==> src/rtl/mips_ctrl_pkg.sv <==
// Shared constants for the multicycle MIPS controller: state encodings, opcodes,
// datapath select codes and the control-word struct.
package mips_ctrl_pkg;

    localparam logic [3:0] ST_FETCH  = 4'd0;
    localparam logic [3:0] ST_DECODE = 4'd1;
    localparam logic [3:0] ST_MEMADR = 4'd2;
    localparam logic [3:0] ST_MEMRD  = 4'd3;
    localparam logic [3:0] ST_MEMWB  = 4'd4;
    localparam logic [3:0] ST_MEMWR  = 4'd5;
    localparam logic [3:0] ST_RTEX   = 4'd6;
    localparam logic [3:0] ST_ALUWB  = 4'd7;
    localparam logic [3:0] ST_BRANCH = 4'd8;
    localparam logic [3:0] ST_ADDIEX = 4'd9;
    localparam logic [3:0] ST_ADDIWB = 4'd10;
    localparam logic [3:0] ST_JUMP   = 4'd11;
    localparam logic [3:0] ST_ILL    = 4'd12;

    localparam logic [5:0] OP_RTYPE = 6'b000000;
    localparam logic [5:0] OP_LW    = 6'b100011;
    localparam logic [5:0] OP_SW    = 6'b101011;
    localparam logic [5:0] OP_BEQ   = 6'b000100;
    localparam logic [5:0] OP_ADDI  = 6'b001000;
    localparam logic [5:0] OP_J     = 6'b000010;

    localparam logic [1:0] ALU_ADD   = 2'b00;
    localparam logic [1:0] ALU_SUB   = 2'b01;
    localparam logic [1:0] ALU_FUNCT = 2'b10;

    localparam logic [1:0] SRCB_RT     = 2'b00;
    localparam logic [1:0] SRCB_FOUR   = 2'b01;
    localparam logic [1:0] SRCB_IMM    = 2'b10;
    localparam logic [1:0] SRCB_IMMSL2 = 2'b11;

    localparam logic [1:0] PC_ALU    = 2'b00;
    localparam logic [1:0] PC_ALUOUT = 2'b01;
    localparam logic [1:0] PC_JUMP   = 2'b10;

    typedef struct packed {
        logic       pc_write;
        logic       pc_write_cond;
        logic       i_or_d;
        logic       mem_read;
        logic       mem_write;
        logic       ir_write;
        logic       mem_to_reg;
        logic       reg_dst;
        logic       reg_write;
        logic       alu_src_a;
        logic [1:0] alu_src_b;
        logic [1:0] alu_op;
        logic [1:0] pc_src;
        logic       illegal;
    } ctrl_t;

endpackage

==> src/rtl/mc_ctrl_decode.sv <==
// Moore output decoder: current state (plus mem_ready in FETCH) -> control word.
// JUMP_EN enables the jump control word; without it the JUMP state decodes to all-zero.
module mc_ctrl_decode
    import mips_ctrl_pkg::*;
(
    input  logic [3:0] state,
    input  logic       mem_ready,
    output ctrl_t      ctrl
);

    always_comb begin
        ctrl = '0;
        case (state)
            ST_FETCH: begin
                ctrl.mem_read  = 1'b1;
                ctrl.alu_src_b = SRCB_FOUR;
                ctrl.alu_op    = ALU_ADD;
                ctrl.pc_src    = PC_ALU;
                // IR and PC only load on the cycle the instruction word arrives
                ctrl.ir_write  = mem_ready;
                ctrl.pc_write  = mem_ready;
            end
            ST_DECODE: ctrl.alu_src_b = SRCB_IMMSL2;
            ST_MEMADR: begin
                ctrl.alu_src_a = 1'b1;
                ctrl.alu_src_b = SRCB_IMM;
            end
            ST_MEMRD: begin
                ctrl.mem_read = 1'b1;
                ctrl.i_or_d   = 1'b1;
            end
            ST_MEMWB: begin
                ctrl.reg_write  = 1'b1;
                ctrl.mem_to_reg = 1'b1;
            end
            ST_MEMWR: begin
                ctrl.mem_write = 1'b1;
                ctrl.i_or_d    = 1'b1;
            end
            ST_RTEX: begin
                ctrl.alu_src_a = 1'b1;
                ctrl.alu_src_b = SRCB_RT;
                ctrl.alu_op    = ALU_FUNCT;
            end
            ST_ALUWB: begin
                ctrl.reg_write = 1'b1;
                ctrl.reg_dst   = 1'b1;
            end
            ST_BRANCH: begin
                ctrl.pc_write_cond = 1'b1;
                ctrl.alu_src_a     = 1'b1;
                ctrl.alu_op        = ALU_SUB;
                ctrl.pc_src        = PC_ALUOUT;
            end
            ST_ADDIEX: begin
                ctrl.alu_src_a = 1'b1;
                ctrl.alu_src_b = SRCB_IMM;
            end
            ST_ADDIWB: ctrl.reg_write = 1'b1;
`ifdef JUMP_EN
            ST_JUMP: begin
                ctrl.pc_write = 1'b1;
                ctrl.pc_src   = PC_JUMP;
            end
`endif
            ST_ILL: ctrl.illegal = 1'b1;
            default: ctrl = '0;
        endcase
    end

endmodule

==> src/rtl/multicycle_control.sv <==
// Multicycle MIPS main controller: state register and next-state logic; outputs
// come from mc_ctrl_decode. Define JUMP_EN to support opcode 000010 (j).
module multicycle_control
    import mips_ctrl_pkg::*;
#(
    parameter int OPCODE_W = 6,
    parameter int ALUOP_W  = 2,
    parameter int STATE_W  = 4
) (
    input  logic                clk,
    input  logic                rst_n,
    input  logic [OPCODE_W-1:0] opcode,
    input  logic                mem_ready,
    output logic                pc_write,
    output logic                pc_write_cond,
    output logic                i_or_d,
    output logic                mem_read,
    output logic                mem_write,
    output logic                ir_write,
    output logic                mem_to_reg,
    output logic                reg_dst,
    output logic                reg_write,
    output logic                alu_src_a,
    output logic [1:0]          alu_src_b,
    output logic [ALUOP_W-1:0]  alu_op,
    output logic [1:0]          pc_src,
    output logic [STATE_W-1:0]  state,
    output logic                illegal
);

    logic [3:0] state_q;
    logic [3:0] state_d;
    logic [5:0] op;
    ctrl_t      ctrl;

    assign op = 6'(opcode);

    always_ff @(posedge clk or negedge rst_n) begin
        if (!rst_n) state_q <= ST_FETCH;
        else        state_q <= state_d;
    end

    always_comb begin
        state_d = ST_FETCH;
        case (state_q)
            ST_FETCH:  state_d = mem_ready ? ST_DECODE : ST_FETCH;
            ST_DECODE: begin
                case (op)
                    OP_LW, OP_SW: state_d = ST_MEMADR;
                    OP_RTYPE:     state_d = ST_RTEX;
                    OP_BEQ:       state_d = ST_BRANCH;
                    OP_ADDI:      state_d = ST_ADDIEX;
`ifdef JUMP_EN
                    OP_J:         state_d = ST_JUMP;
`endif
                    default:      state_d = ST_ILL;
                endcase
            end
            ST_MEMADR: state_d = (op == OP_SW) ? ST_MEMWR : ST_MEMRD;
            ST_MEMRD:  state_d = mem_ready ? ST_MEMWB : ST_MEMRD;
            ST_MEMWR:  state_d = mem_ready ? ST_FETCH : ST_MEMWR;
            ST_RTEX:   state_d = ST_ALUWB;
            ST_ADDIEX: state_d = ST_ADDIWB;
            default:   state_d = ST_FETCH;
        endcase
    end

    // Reset forces FETCH asynchronously; gating mem_ready keeps FETCH's
    // ir_write/pc_write low while reset is held.
    mc_ctrl_decode u_decode (
        .state     (state_q),
        .mem_ready (mem_ready & rst_n),
        .ctrl      (ctrl)
    );

    assign pc_write      = ctrl.pc_write;
    assign pc_write_cond = ctrl.pc_write_cond;
    assign i_or_d        = ctrl.i_or_d;
    assign mem_read      = ctrl.mem_read;
    assign mem_write     = ctrl.mem_write;
    assign ir_write      = ctrl.ir_write;
    assign mem_to_reg    = ctrl.mem_to_reg;
    assign reg_dst       = ctrl.reg_dst;
    assign reg_write     = ctrl.reg_write;
    assign alu_src_a     = ctrl.alu_src_a;
    assign alu_src_b     = ctrl.alu_src_b;
    assign alu_op        = ALUOP_W'(ctrl.alu_op);
    assign pc_src        = ctrl.pc_src;
    assign illegal       = ctrl.illegal;
    assign state         = STATE_W'(state_q);

endmodule

==> config.mk <==
export PLATFORM = sky130hd
export DESIGN_NAME = multicycle_control
export DESIGN_NICKNAME = d
export VERILOG_FILES = /design/src/rtl/mips_ctrl_pkg.sv /design/src/rtl/mc_ctrl_decode.sv /design/src/rtl/multicycle_control.sv
export SDC_FILE = /design/constraint.sdc
export NUM_CORES = 1
export LEC_CHECK = 0
export BUFFER_PORTS_ARGS = -buffer_cell sky130_fd_sc_hd__buf_4
export CORE_AREA = 2 2 39 41
export DETAILED_ROUTE_END_ITERATION = 12
export DIE_AREA = 0 0 41 43
export PLACE_DENSITY = 0.79
export SLEW_MARGIN = 20
export SYNTH_ARGS = -nofsm -noshare
export SYNTH_HDL_FRONTEND = slang
export SYNTH_SLANG_ARGS = --single-unit
==> constraint.sdc <==
create_clock -name clk -period 1.9 [get_ports clk]
set_clock_uncertainty 0.2 [all_clocks]
set_input_delay 0 -clock clk [delete_from_list [all_inputs] [get_ports clk]]
set_output_delay 0 -clock clk [all_outputs]
set_load 0.02 [all_outputs]
==> results by stage, run 1 <==
Synth:
- The mapped netlist covers 514 um2.
- The share of synthesized flip-flops with an asynchronous set or reset is 100%.
- Among all flip-flop cells after synthesis, the most frequent one is sky130_fd_sc_hd__dfrtp_1.
- The xor/xnor cell area share of the yosys netlist is 3.41%.
- After synthesis, flip-flops and latches occupy 19.5% of the total area.
- After technology mapping, the gate count stands at 70.
- Summing the areas of all compound-gate instances in the mapped netlist gives 19.7% of the synthesized area.
- After synthesis, the netlist uses 33 different library cells.
- For this run, the number of Yosys warnings is 0.
- Averaged over all synthesized cells, the footprint is 7.35 um2.
- The count of flip-flops with a built-in enable after synthesis is 0.
- The fraction of synthesized area in multiplexers is 2.19%.
- The synthesized netlist devotes 0% of its cell area to adder and majority cells.
- Summing the areas of all and, or, nand and nor instances in the mapped netlist gives 43.6% of the synthesized area.
- The main combinational cell family by area after synthesis is simple AND/OR/NAND/NOR gates.
- In this run, synthesis produced a sequential element count of 4.
- The number of nets handed over by synthesis was 79.

Finish:
- Counting the fill cells in the layout gives 128.
- Excluding fillers, the count of instances in the completed layout stands at 123.
- The flip-flop count of the largest register, all copies and words added is 4.
- From synthesis to final layout, the design area changed by 68.6%.
- The most common library cell in the layout ignoring fill and taps is sky130_fd_sc_hd__buf_4.
- The antenna diode count is 0.
- After the last flow step, the layout net total stands at 118.
- The ratio of cells with drive above 1 in the final layout is 41.1%.
- The top cell types in the final layout, fill and taps aside, are sky130_fd_sc_hd__buf_4 (34), sky130_fd_sc_hd__dlygate4sd3_1 (9), sky130_fd_sc_hd__nor2b_1 (5), sky130_fd_sc_hd__nand2b_1 (5).

Placed design:
- The number of buffer cells added on primary ports is 28.
- The final HPWL from detailed placement is 1.05 mm.
- Routability-driven placement finished with a final weighted congestion of 0.802.
- The worst slack after detailed placement is 264 ps.
- The placed instance count is 108.

Route:
- The first routing iteration left 6 violations.
- The routed layout has 635 vias.
- The number of nets with antenna violations after routing is 0.
- The per-cell routed wire length is 12.0 um.
- The post-route DRC violation count is 0.
- Dividing the detail-routed via count by the number of cells gives 5.16.
- The first detailed-routing pass took 4 iterations.
- The routed wire length is 1.47 mm.

CTS:
- In this run, CTS created clock tree buffers numbering 3.
- TritonCTS built the clock tree.
- For this design, the sink count on the clock tree is 4.
- The root buffer selected by CTS is sky130_fd_sc_hd__clkbuf_4.
- The maximum clock insertion buffer count is 2.
- The worst-skew pair later-pin latency is 230 ps.
- After clock tree synthesis, the clock-pin slew on the worst setup and hold paths is 40 ps.
- The H-tree level count is 1.

Setup path:
- In this run the worst path has a maximum fanout of 3.
- The worst register-to-register path has a depth of 3.
- Data on the critical path is required at its endpoint by 1840 ps.
- On the worst path, the slowest cell contributes a delay of 600 ps.
- The cell at the slowest stage of the critical path is sky130_fd_sc_hd__dlygate4sd3_1.
- The critical path is of the input pin to register type.
- The endpoint of the lowest-slack register-to-register path is state[2].
- In this run the worst setup path terminates at state[0].
- STA classifies the critical path endpoint as a register.
- The signal on the critical path passes through dlygate4sd3_1 -> buf_4 -> nor3b_2 -> dlygate4sd3_1 -> nand3_1 -> a31oi_1.
- The source of the critical timing path is opcode[2].
- The worst register-to-register path begins at state[1].
- The critical path runs through a total of 6 cells.
- The reg2reg setup slack is 340 ps.
- The most numerous cell type found on the critical path is sky130_fd_sc_hd__dlygate4sd3_1.
- The gate family responsible for the most delay along the worst path is buffers and inverters.
- For the worst setup path, the data arrival time is 1730 ps.
- The critical path buffer and inverter count is 3.
- The worst setup path is launched from an input pin.

Job:
- The tool flagged a number of max-cap violations equal to 0.

Pwr:
- The power density of the placed cells is 1510 mW/mm2.
- The switching portion of total power is 49.1%.
- Internal power comes to 664 uW.
- The worst-case IR drop observed on VDD is 0.658 mV.
- The sequential group share of total power is 16.3%.
- The fraction of power consumed by the clock network is 8.0%.
- The analysis attributes to net switching a power of 642 uW.
- Combinational logic is responsible for 75.7% of the overall power.
- Summed over all cells, the static leakage comes to 0.000399 uW.

Floorplanning:
- Measured along the x axis, the die boundary spans 41 um.
- 30 I/O pins were placed.
- The core box area is 0.00138 mm2.
- The area of the die is 0.00176 mm2.
- In this run the vertical extent of the chip is 43 um.
- The count of standard-cell rows is 14.
- For this configuration, the core starts out at a cell density of 37.2%.

STA:
- The final setup slack of the worst path is 114 ps.
- Setup repair after global routing left no endpoint under its margin.
- The smallest clock period supported by the final layout is computed as 1790 ps.
- At the pin with the least slew margin, the transition time is 525 ps.
- Setup total negative slack on the finished layout was measured at 0 ps.
- The final period utilization is 94.0%.
- The number of pins with negative max-slew slack in the final report was 0.
- The number of hold violations in the final report came to 0.
- The final number of setup-violating endpoints is 0.
- Timing would allow up to 560 MHz.
- The relative max-transition margin is 65.0%.

Global routing:
- The initial antenna violation count came to 0.
- The total congestion overflow is 0.
- The first global-routing pass estimated 2.20 mm of wire.
- The total global routing track utilization is 18.0%.
- The via count of the first global-routing pass is 569.
- The maximum number of pins on one net before global-route repair is 19.

Min path:
- The beginning of the worst hold path is opcode[0].
- The classification of the worst-slack hold path is input pin to register.

Status:
- The flow ran to the end, and the final reports show no timing, DRC or antenna violations.
[logic make-up (layout without fill, tap and decap cells)]
group           after synthesis  after routing
mux                           1              1
compound gates               14             14
flops                         4              4
xor+xnor                      2              2
buf+inv                      10             47
other cells                   1              1
simple gates                 38             38
[repair_timing]
item | in CTS | in global routing
setup buffers | 0 | 3
resized for setup | 0 | 4
endpoints found under the hold margin | 8 | 0
hold buffers | 9 | 0
setup endpoints to repair | 0 | 6
[worst reg2reg max path, stage by stage (launching register included)]
cell and delay (ps):
sky130_fd_sc_hd__dfrtp_2 450, sky130_fd_sc_hd__or3b_1 390, sky130_fd_sc_hd__a311o_1 370, sky130_fd_sc_hd__o211ai_2 70
[power by group through the flow]
stage	Sequential [uW]	Combinational, uW	Clock, uW
2_1_floorplan	210	602	0
3_3_place_gp	222	905	0
3_5_place_dp	225	921	0
4_1_cts	223	936	109
5_1_grt	226	1060	119
6_report	213	989	104
[per-stage QoR]
| stage | power [uW] | instance area, um2 | util [%] | hold slack (ps) |
|---|---|---|---|---|
| floorplan | 812 | 519 | - | -496 |
| global placement | 1130 | 719 | 52.0 | -398 |
| detailed placement | 1150 | 719 | 52.0 | -397 |
| CTS | 1270 | 832 | 60.1 | 55.3 |
| global route | 1410 | 867 | 62.7 | 86.5 |
| finish | 1310 | 867 | 62.7 | 73.4 |
[cells in the mapped netlist (all sizes together), types with 2 or more instances]
cell	instances	area, um2
buf	7	45.0
nor3	6	30.0
nand2b	5	31.3
nor2b	5	31.3
nor3b	5	37.5
dfrtp	4	100
nor2	4	15.0
nand2	3	11.3
o21ai	3	15.0
a21oi	2	10.0
clkbuf	2	7.51
nand3	2	10.0
nand3b	2	15.0
nor4	2	12.5
[layer usage]
| metal | part of all wire, % | track usage, % | wire, um | vias to the layer above |
|---|---|---|---|---|
| li1 | - | - | - | 325 |
| met1 | 39 | 19.8 | 572 | 286 |
| met2 | 55 | 31.3 | 810 | 24 |
| met3 | 6.1 | 3.14 | 90 | 0 |
| met4 | 0 | 8.00 | 0 | 0 |
| met5 | 0 | 0 | 0 | - |
[worst min path at each step]
stage | end | depth (start not counted)
finish | state[3] | 4
CTS | state[3] | 4
global route | state[3] | 4
global placement | state[3] | 1
floorplan | state[0] | 0
detailed placement | state[0] | 1
[area by class of cell]
cell class / count / area [um2] / area share (%)
Sequential cell: 4 / 103 / 11.8
Timing Repair Buffer: 43 / 345 / 39.8
Inverter: 1 / 3.75 / 0.433
Clock buffer: 3 / 22.5 / 2.60
Multi-Input combinational cell: 56 / 373 / 43.0
Tap cell: 16 / 20.0 / 2.31
(Power assumes the default switching activity.)
==> inputs of run 2 (changes only) <==
Settings changed: RECOVER_POWER set to 50.
==> run 2 against run 1 <==
Effect of this change:
- final cell count unchanged
- critical path depth is the same
- count of clock-buffer cells in the layout stayed put
- clock power is essentially flat
- utilization decreased by 1.1 points
- largest power group unchanged
==> results by stage, run 2 (synthesized netlist as in run 1, its figures left out) <==
STA:
- The maximum frequency from static timing analysis is 560 MHz.
- In the finished design, the share of the clock period the worst path needs comes to 94.0%.
- After routing, the total negative slack on setup checks comes to 0 ps.
- The relative max-transition margin is 64.7%.
- At the pin with the least slew margin, the transition time is 530 ps.
- The number of pins with negative max-slew slack in the final report is 0.
- The routed design could run at a clock period as short as 1790 ps.
- Setup repair after global routing left no endpoint under its margin.
- The number of hold violations in the final report is 0.
- Setup violations remaining at the end of the flow were counted as 0.

Placed design:
- Routability-driven placement finished with a final weighted congestion of 0.802.
- The final HPWL from detailed placement is 1.05 mm.
- The placed instances occupy a cell area of 719 um2.
- Buffers placed on the I/O ports in this run total 28.

Setup path:
- The gate family responsible for the most delay along the worst path is buffers and inverters.
- The worst setup path is captured at a register.
- The worst reg2reg path startpoint is state[1].
- At the worst endpoint, the arrival time is 1730 ps.
- Along the worst path, the maximum fanout reaches 3.
- The source of the critical timing path is opcode[2].
- The critical path data required time is 1840 ps.
- The start-to-end type of the worst setup path is input pin to register.
- The reg2reg setup slack is 340 ps.
- The largest single stage delay on the critical path is 600 ps.
- The cell that appears most often on the critical path is sky130_fd_sc_hd__dlygate4sd3_1.
- Walking the worst path, the cells encountered are dlygate4sd3_1 -> buf_4 -> nor3b_2 -> dlygate4sd3_1 -> nand3_1 -> a31oi_1.
- The cell at the slowest stage of the critical path is sky130_fd_sc_hd__dlygate4sd3_1.
- The number of cells on the worst reg-to-reg path is 3.
- The endpoint of the lowest-slack register-to-register path is state[2].
- The critical path buffer and inverter count is 3.
- The startpoint type of the worst setup path is an input pin.

Route:
- The final route contains 635 vias.
- Dividing the detail-routed wire length by the instance count gives 12.0 um.
- The violation count after the first detailed-routing iteration is 4.
- In the routed design, unresolved DRC markers number 0.
- The routed wire length is 1.48 mm.
- In the routed layout, each cell is associated on average with a via count of 5.16.
- The number of iterations in the first detailed-routing pass is 2.
- The number of nets with antenna violations after routing is 0.

Min path:
- The worst hold path begins at opcode[0].
- The path with the worst hold slack has its endpoint at state[3].
- The hold-critical path depth is 4.
- The classification of the worst-slack hold path is input pin to register.

Floorplanning:
- Measured along the x axis, the die boundary spans 41 um.
- The effective utilization at floorplan is 37.2%.
- The core box area is 0.00138 mm2.
- The die is 43 um tall.
- After floorplanning, the core was divided into 14 placement rows.
- The die covers 0.00176 mm2.
- Pin placement for this block handled 30 I/O pins.

Finish:
- Compared with the post-synthesis result, the final layout area differs by 65.7%.
- For this run, the post-layout net count is 118.
- The antenna diode count is 0.
- The final design area excluding fillers is 852 um2.
- After filler insertion, the fill cell instance count of the layout stands at 133.
- The sequential cells in the finished layout cover a total of 103 um2.
- In the layout the commonest cells are sky130_fd_sc_hd__buf_4 (29), sky130_fd_sc_hd__dlygate4sd3_1 (9), sky130_fd_sc_hd__nor2b_1 (5), sky130_fd_sc_hd__nand2b_1 (5).
- The ratio of cells with drive above 1 in the final layout is 37.4%.
- The most common library cell in the layout ignoring fill and taps is sky130_fd_sc_hd__buf_4.
- The multi-input combinational cells in the finished layout cover a total of 373 um2.
- The register with the most flip-flops in the layout has 4 of them.

Global routing:
- The via count of the first global-routing pass is 569.
- The initial antenna violation count was 0.
- In the global route stage, overall resource usage came out at 18.0%.
- The first global-routing pass estimated 2.20 mm of wire.
- The maximum number of pins on one net before global-route repair is 19.
- The total congestion overflow is 0.

Pwr:
- The reported leakage power is 0.000382 uW.
- The largest vdd supply drop is 0.653 mV.
- In this run the power density over the cells is 1500 mW/mm2.
- Total power for the finished layout comes to 1280 uW.

CTS:
- The cell sitting at the root of the clock tree is a sky130_fd_sc_hd__clkbuf_4.
- CTS built an H-tree with a depth of 1.
- The worst-skew pair later-pin latency is 230 ps.
- In this run the deepest clock path goes through 2 buffers.
- The TritonCTS buffer count is 3.
- The clock edge transition at the registers on the reported setup and hold paths is 40 ps.
- The tree built by TritonCTS fans out to 4 sinks.
- TritonCTS built the clock tree.

Status:
- The flow ran to the end, and the final reports show no timing, DRC or antenna violations.

Job:
- The max-cap violation count is 0.
[run 2: cell types whose count changed in the layout (fill, tap and decap cells not counted), sizes merged]
| cell | change |
|---|---|
| clkbuf | +5 |
| buf | -5 |
[run 2: metrics by stage]
step	hold WS, ps	worst slack, ps	util [%]	instances
final	76.8	114	61.6	123
after global routing	86.5	16.5	61.6	123
after CTS	55.3	9.09	60.1	120
after detailed placement	-397	264	52.0	108
after global placement	-398	333	52.0	108
after floorplan	-496	13.7	-	70
[run 2: tightest hold or removal path, stage by stage]
cell	delay (ps)
sky130_fd_sc_hd__buf_4	90
sky130_fd_sc_hd__nor4_1	40
sky130_fd_sc_hd__o21ai_0	220
sky130_fd_sc_hd__o21a_1	120
[run 2: what timing repair did]
| action | CTS | global route |
|---|---|---|
| resized for setup | 0 | 4 |
| endpoints found under the hold margin | 8 | 0 |
| endpoints found under the setup margin | 0 | 6 |
| setup buffers | 0 | 3 |
| hold buffers | 9 | 0 |
[run 2: worst max-delay path by stage]
stage / slack [ps] / cells after the start / endpoint
2_1_floorplan: 10 / 4 / alu_op[0]
3_3_place_gp: 330 / 5 / reg_write
3_5_place_dp: 260 / 5 / reg_write
4_1_cts: 9 / 5 / reg_write
5_1_grt: 20 / 5 / ir_write
6_report: 110 / 6 / state[0]
[run 2: final cells by class]
class / count / area share (%)
Timing Repair Buffer: 43 / 38.8
Clock buffer: 3 / 2.64
Tap cell: 16 / 2.35
Multi-Input combinational cell: 56 / 43.8
Inverter: 1 / 0.441
Sequential cell: 4 / 12.0
[run 2: per-layer routing]
layer / share of wire [%] / GRT usage (%) / vias up
met3: 5.8 / 3.14 / 0
li1: - / - / 324
met5: 0 / 0 / -
met2: 55 / 31.3 / 22
met4: 0 / 8.00 / 0
met1: 39 / 19.8 / 289
[run 2: power breakdown]
group          internal, uW  switching (uW)
registers               125            88.9
logic                   442             520
clock network          70.6            33.5
total                   637             643
